**src/rtl/pattern_sequencer.sv**
```systemverilog
// rtl/pattern_sequencer.sv - test-pattern sequencer with serial ramp-step divider
module pattern_sequencer #(
  parameter int B               = 8,
  parameter int X_BITS          = 12,
  parameter int FRACTIONAL_BITS = 12,
  parameter int DWELL_BITS      = 8
) (
  input  logic                         clk_in,
  input  logic                         reset_n,
  input  logic                         vn_in,
  input  logic [X_BITS-1:0]            total_active_pix,
  input  logic                         auto_en,
  input  logic [7:0]                   manual_pattern,
  input  logic [DWELL_BITS-1:0]        dwell_frames,
  output logic [7:0]                   pattern,
  output logic [B+FRACTIONAL_BITS-1:0] ramp_step,
  output logic                         step_valid,
  output logic                         busy,
  output logic [DWELL_BITS-1:0]        frame_cnt
);

  localparam int W  = B + FRACTIONAL_BITS;
  localparam int CW = $clog2(W + 1);

  typedef enum logic [1:0] {S_IDLE, S_DIV, S_DONE} state_t;

  state_t                  state_q, state_d;
  logic [CW-1:0]           cnt_q, cnt_d;
  logic [X_BITS-1:0]       divisor_q, divisor_d;
  logic [X_BITS-1:0]       rem_q, rem_d;
  logic [W:0]              quot_q, quot_d;
  logic [W-1:0]            step_next_q, step_next_d;
  logic                    pending_q, pending_d;
  logic                    first_q;
  logic                    vn_d_q;
  logic [7:0]              pattern_q, pattern_d;
  logic [DWELL_BITS-1:0]   frame_cnt_q, frame_cnt_d;
  logic [W-1:0]            ramp_q, ramp_d;
  logic                    valid_q, valid_d;

  logic                    frame_start;
  logic                    div_change;
  logic                    start_div;
  logic [X_BITS:0]         rem_shift;
  logic [X_BITS-1:0]       rem_sub;
  logic                    rem_ge;
  logic [DWELL_BITS-1:0]   dwell_last;

  // The first cycle after reset release never counts as a frame start, so a
  // low vn_in at release is not mistaken for a falling edge.
  assign frame_start = ~first_q & vn_d_q & ~vn_in;
  assign div_change  = (total_active_pix != divisor_q);
  assign start_div   = ((state_q == S_IDLE) && (first_q || div_change)) ||
                       ((state_q == S_DIV) && div_change);

  // Dividend is 2^W: its only set bit enters the remainder on the first step.
  assign rem_shift = {rem_q, (cnt_q == '0)};
  assign rem_ge    = (rem_shift >= {1'b0, divisor_q});
  assign rem_sub   = rem_shift[X_BITS-1:0] - divisor_q;
  assign dwell_last = (dwell_frames == '0) ? '0 : dwell_frames - DWELL_BITS'(1);

  always_comb begin
    state_d     = state_q;
    cnt_d       = cnt_q;
    divisor_d   = divisor_q;
    rem_d       = rem_q;
    quot_d      = quot_q;
    step_next_d = step_next_q;
    pending_d   = pending_q;
    pattern_d   = pattern_q;
    frame_cnt_d = frame_cnt_q;
    ramp_d      = ramp_q;
    valid_d     = valid_q;

    if (frame_start) begin
      if (pending_q) begin
        ramp_d  = step_next_q;
        valid_d = 1'b1;
      end
      pending_d = 1'b0;
      if (!auto_en) begin
        pattern_d   = manual_pattern;
        frame_cnt_d = '0;
      end else if ((pattern_q == 8'd0) || (pattern_q > 8'd4)) begin
        pattern_d   = 8'd1;
        frame_cnt_d = '0;
      end else if (frame_cnt_q >= dwell_last) begin
        pattern_d   = (pattern_q == 8'd4) ? 8'd1 : pattern_q + 8'd1;
        frame_cnt_d = '0;
      end else begin
        frame_cnt_d = frame_cnt_q + DWELL_BITS'(1);
      end
    end

    if (start_div) begin
      divisor_d = total_active_pix;
      rem_d     = '0;
      cnt_d     = '0;
      if (total_active_pix == '0) begin
        quot_d  = '1;
        state_d = S_DONE;
      end else begin
        quot_d  = '0;
        state_d = S_DIV;
      end
    end else begin
      case (state_q)
        S_DIV: begin
          rem_d  = rem_ge ? rem_sub : rem_shift[X_BITS-1:0];
          quot_d = {quot_q[W-1:0], rem_ge};
          cnt_d  = cnt_q + CW'(1);
          if (cnt_q == CW'(W)) state_d = S_DONE;
        end
        S_DONE: begin
          // A result that reaches 2^W (divisor 1) saturates.
          step_next_d = quot_q[W] ? '1 : quot_q[W-1:0];
          pending_d   = 1'b1;
          state_d     = S_IDLE;
        end
        default: state_d = S_IDLE;
      endcase
    end
  end

  always_ff @(posedge clk_in or negedge reset_n) begin
    if (!reset_n) begin
      state_q     <= S_IDLE;
      cnt_q       <= '0;
      divisor_q   <= '0;
      rem_q       <= '0;
      quot_q      <= '0;
      step_next_q <= '0;
      pending_q   <= 1'b0;
      first_q     <= 1'b1;
      vn_d_q      <= 1'b1;
      pattern_q   <= '0;
      frame_cnt_q <= '0;
      ramp_q      <= '0;
      valid_q     <= 1'b0;
    end else begin
      state_q     <= state_d;
      cnt_q       <= cnt_d;
      divisor_q   <= divisor_d;
      rem_q       <= rem_d;
      quot_q      <= quot_d;
      step_next_q <= step_next_d;
      pending_q   <= pending_d;
      first_q     <= 1'b0;
      vn_d_q      <= vn_in;
      pattern_q   <= pattern_d;
      frame_cnt_q <= frame_cnt_d;
      ramp_q      <= ramp_d;
      valid_q     <= valid_d;
    end
  end

  assign pattern    = pattern_q;
  assign ramp_step  = ramp_q;
  assign step_valid = valid_q;
  assign busy       = (state_q == S_DIV);
  assign frame_cnt  = frame_cnt_q;

endmodule

```
**config.mk**
```make
export PLATFORM = sky130hd
export DESIGN_NAME = pattern_sequencer
export DESIGN_NICKNAME = d
export VERILOG_FILES = /design/src/rtl/pattern_sequencer.sv
export SDC_FILE = /design/constraint.sdc
export NUM_CORES = 1
export LEC_CHECK = 0
export CORE_ASPECT_RATIO = 0.8
export CORE_UTILIZATION = 50
export CTS_CLUSTER_SIZE = 40
export DETAILED_ROUTE_END_ITERATION = 6
export GPL_ROUTABILITY_DRIVEN = 0
export GPL_TIMING_DRIVEN = 0
export PLACE_DENSITY = 0.73
export SETUP_SLACK_MARGIN = 0.3
export SLEW_MARGIN = 20
export SYNTH_ARGS = -nofsm -noshare
export SYNTH_HDL_FRONTEND = slang
export SYNTH_SLANG_ARGS = --single-unit
```
**constraint.sdc**
```tcl
create_clock -name clk_in -period 3.5 [get_ports clk_in]
set_input_delay 0.7 -clock clk_in [delete_from_list [all_inputs] [get_ports clk_in]]
set_output_delay 0.7 -clock clk_in [all_outputs]
set_load 0.005 [all_outputs]
```
# Word level (Yosys, flattened, before mapping)
# Cells that the tools add are included.
# op_classes
bitwise_logic,5
n_reduce_logical,14
eq_ne,7
n_mux,24
addsub,5
magnitude_cmp,3
# op_table
op,count
two-way mux 8 bit,8
two-way mux 21 bit,3
two-way mux 12 bit,3
two-way mux 20 bit,1
"adder 8 x 1 -> 8 bit, second input constant",2
logical NOT 8 bit,2
greater-or-equal comparator 13 x 12 -> 1 bit,1
logical NOT 12 bit,1
!= test 12 bit,1
subtractor 12 bit,1
two-way mux 5 bit,2
"== test 8 x 3 -> 1 bit, second input constant",1
greater-or-equal comparator 8 bit,1
"> comparator 8 x 3 -> 1 bit, second input constant",1
two-way mux 2 bit,4
"subtractor 8 x 1 -> 8 bit, second input constant",1
"!= test 3 x 1 -> 1 bit, second input constant",2
AND reduction 2 bit,3
"adder 5 x 1 -> 5 bit, second input constant",1
"== test 5 bit, second input constant",1
logical NOT 5 bit,1
logical OR 1 bit,3
two-way mux 1 bit,3
inverter 1 bit,3
other kinds (6),8
# totals
elab_cells,71
out_inout_bits,38
register_bits,112
in_bits,32

# Longest topological paths before layout
# logic_depth
depth_word,6
ltp_mapped,12
depth_no_buf,12

# Worst setup path after synthesis
# OpenSTA, ideal clock, no wires.
# synth_timing
kind,input to register
start,in dwell_frames[5]
end,reg pattern_q[1] (netlist: pattern[1])
arrival_time_ns,3.044
setup_time_ns,0.125
setup_slack_ns,0.331
path_buffers,0
path_stages,11
path_cell_list,nor4_1 > nand2_1 > or3_1 > and2_1 > ha_1 > nand2b_1 > a21o_1 > a21o_1 > a22oi_4 > a21oi_4 > mux2_4
# synth_between
elab_chain_cells,5
elab_cells_between_ends,6
# synth_rtl
item,line,rtl
start: declaration,14,"input logic [DWELL_BITS-1:0] dwell_frames,"
subtractor 8 x 1 -> 8 bit or logical NOT 8 bit (tied branches),60,assign dwell_last = (dwell_frames == '0) ? '0 : dwell_frames - DWELL_BITS'(1);
two-way mux 8 bit (*),60,
greater-or-equal comparator 8 bit (*),87,end else if (frame_cnt_q >= dwell_last) begin
!= test 3 x 1 -> 1 bit (no line) (*),-,
AND reduction 2 bit (no line) (*),-,
end signal: assignment,150,pattern_q <= pattern_d;
end: declaration,36,"logic [7:0] pattern_q, pattern_d;"
# Every way passes the cells marked *; elsewhere a longest branch is shown, timed or not.
# A chain may end at the register's enable or synchronous reset.

# Final worst setup path
# Same ends and word-level chain as after synthesis.

==> summary.txt <==
outcome: finished clean
top_reg_cell synth: dfrtp_1
Cell Pwr Density: 375 mW/mm²
proportion of layout cells with a drive suffix above 1: 12.7%
first-pass GRT wire length: 21.9 mm
row count: 34
Worst Tran Pin Value: 0.571 ns
largest net degree at the start of global routing: 75
top post-synthesis cells by area: dfrtp_1, nand2_1, ha_1
Post-route DRC: 0
top cell type's share of synthesized area: 46.9%
aggregate global routing overflow: 0
DR WL/cell: 15.7 µm
Final HPWL DP: 9.44 mm
min cycle time layout: 3.09 ns
Root Buffer: clkbuf_16
Post-synth top cells: dfrtp_1, nand2_1, o21ai_0
fmax: 0.324 GHz
DRT antenna net count: 0
reg2reg setup slack: 0.55 ns
htree depth: 3
count leader, synth: dfrtp_1
register area share after synthesis: 47.8%
routed via count: 4,547
FF+latch count, synth: 112
Post-Synthesis Cells: 585
cts bufs inserted: 9
fin area: 0.00713 mm²
Port Buffer Count: 69
Die W: 123 µm
vias in the first global route: 4,493
HP Class: in2async
YS warnings: 0
critical-path cell list: dlygate4sd2_1, nor4_4, nand2_1, or3_4, and2_1, ha_1, nand2b_1, a21o_1, a21o_1, a22oi_4, a21oi_4, mux2_4
TritonRoute pass-1 iters: 5
vias per inst: 5.54
fin nets: 732
post-synth net total: 644
All-Layer GR Usage: 22.8%
Core Region: 0.0111 mm²
top fanout value on the critical path: 5
final wirelength: 12.9 mm
VDD IR max: 0.209 mV
crit end category: flip-flop
post-synthesis async set-or-reset flop share: 100%
worst r2r src: cnt_q[0]
number of enable flip-flop cells after synthesis: 0
normalized max-slew margin: 61.9%
CTS tree: done
post-route non-filler standard cell count: 821
Worst Setup Start Kind: input port
Inst Count DP: 799
Worst Slack Setup Final: 0.414 ns
Starting Density: 52.6%
area of the multi-input gates: 0.00287 mm²
area grow syn2layout: 21.5%
clk_lat worst skew: 0.35 ns
die area: 0.0122 mm²
Reg area: 0.00281 mm²
Placed Instance Area: 0.00677 mm²
initial antenna violation count: 0
Setup Skew: 0.00577 ns
Largest stage delay, worst path: 0.35 ns
area leader, netlist: dfrtp_1
n_diodes: 0
Max Cap Violations: 0
IO Count: 70
critical path's slowest cell: or3_4
final setup violation count: 0
leakage power: 3.35 nW
CP Class: in2reg
critical path required time: 3.74 ns
number of fill cells: 896
hold buffer count at CTS: 0
Crit path arrival time: 3.33 ns
part of the cycle the worst path needs: 88.2%
unrepaired setup endpoints after global routing: false
clock-pin slew on the worst setup and hold paths: 0.08 ns
DRT iter0 DRCs: 252
Cell variety after synth: 66
Fin. Hold Viols: 0
Die H: 98.9 µm
area of the mapped netlist: 0.00587 mm²
Slew Viols, Final: 0
r2r worst-path depth: 11
syn_area_per_cell: 10.0 µm²
CTS sink cnt: 112
RR Endpoint: rem_q[4]
CTS Buffer Depth: 2
pre-CTS setup slack: -0.452 ns
cell repeated most along the worst path: a21o_1
[cell type report]
class / instances / area share, %
plain buffers: 26 / 1.91
clock buffers: 9 / 3.16
clock inverters: 6 / 0.773
inverters: 24 / 1.26
multi-input cells: 423 / 40.2
flip-flops and latches: 112 / 39.4
well taps: 144 / 2.53
repair buffers: 77 / 10.7
[report_power, final]
group,switching [mW],internal (mW)
logic,0.156,0.161
clock network,0.499,0.492
registers,0.0355,1.33
[sequential cells by signal, summed over array words and instances, names as in the netlist, 2 cells and up]
register,cells
cnt_q,5
divisor_q,12
frame_cnt,8
pattern,8
quot_q,21
ramp_step,20
rem_q,12
state_q,2
step_next_q,20
[routing by layer]
metal	vias to the layer above	wire, µm	GRT usage [%]
li1	2215	-	-
met1	2219	6370	33.4
met2	102	5840	35.4
met3	11	602	3.94
met4	0	107	5.38
met5	-	0	0
[per-stage QoR]
| stage | utilization, % | hold WS [ns] | power [mW] | setup TNS [ns] |
|---|---|---|---|---|
| 2_1_floorplan | - | 0.404 | 1.54 | 0 |
| 3_3_place_gp | 60.5 | 0.451 | 1.68 | -271.44 |
| 3_5_place_dp | 60.7 | 0.460 | 1.70 | -2.90 |
| 4_1_cts | 63.9 | 0.244 | 2.69 | 0 |
| 5_1_grt | 63.9 | 0.257 | 2.77 | 0 |
| 6_report | 63.9 | 0.235 | 2.67 | 0 |
[logic make-up after synthesis]
family / synth area share (%)
multiplexers: 6.50
flip-flops: 47.8
AO/OA/AOI/OAI: 14.0
AND/OR/NAND/NOR: 17.2
XOR/XNOR: 4.63
adder cells (fa/ha/maj): 5.89
buffers and inverters: 3.86
other: 0.0639
[repair_timing]
item                                    4_1_cts  5_1_grt
resized for setup                            13        3
setup buffers                                 7        0
endpoints found under the setup margin       11       11
pin swaps                                     5        6
[worst max-delay path, delay by kind of cell]
family	cells	cell delay, ns
simple gates	5	1.08
mux	1	0.31
fa+ha+maj	1	0.27
compound gates	4	0.67
buf+inv	1	0.29
[worst max-delay path by stage]
stage	startpoint	to	slack, ns	cells past startpoint
6_report	dwell_frames[5]	pattern[1]	0.41	12
5_1_grt	dwell_frames[5]	pattern[1]	0.30	12
4_1_cts	dwell_frames[2]	pattern[1]	0.31	12
3_5_place_dp	dwell_frames[3]	pattern[1]	-0.45	12
3_3_place_gp	reset_n	ramp_step[16]	-2.44	1
2_1_floorplan	dwell_frames[5]	pattern[1]	0.33	11
[cells in the final DEF (no fill, tap or decap), types with 3 or more instances in the layout]
cell	Yosys	final
a21o_1	8	8
a21oi_1	12	12
a22o_1	4	4
a22oi_1	18	18
and2_1	3	3
and3_1	4	4
and4_1	6	6
buf_2	10	10
buf_4	5	12
clkbuf_1	8	8
clkbuf_16	0	9
clkdlybuf4s50_1	0	62
dfrtp_1	110	110
dlygate4sd2_1	0	5
ha_1	26	25
inv_1	24	22
inv_6	0	3
mux2_2	21	21
mux2i_1	13	13
nand2_1	101	101
nand2b_1	7	7
nand3_1	13	13
nand4_1	7	7
nor2_1	36	36
nor2b_1	4	4
nor3_1	9	9
nor4_1	5	4
o211ai_1	4	4
o21ai_0	38	36
o21ai_1	9	11
xnor2_1	19	19
xor2_1	12	12
No activity file was read; power rests on OpenSTA's default activity.
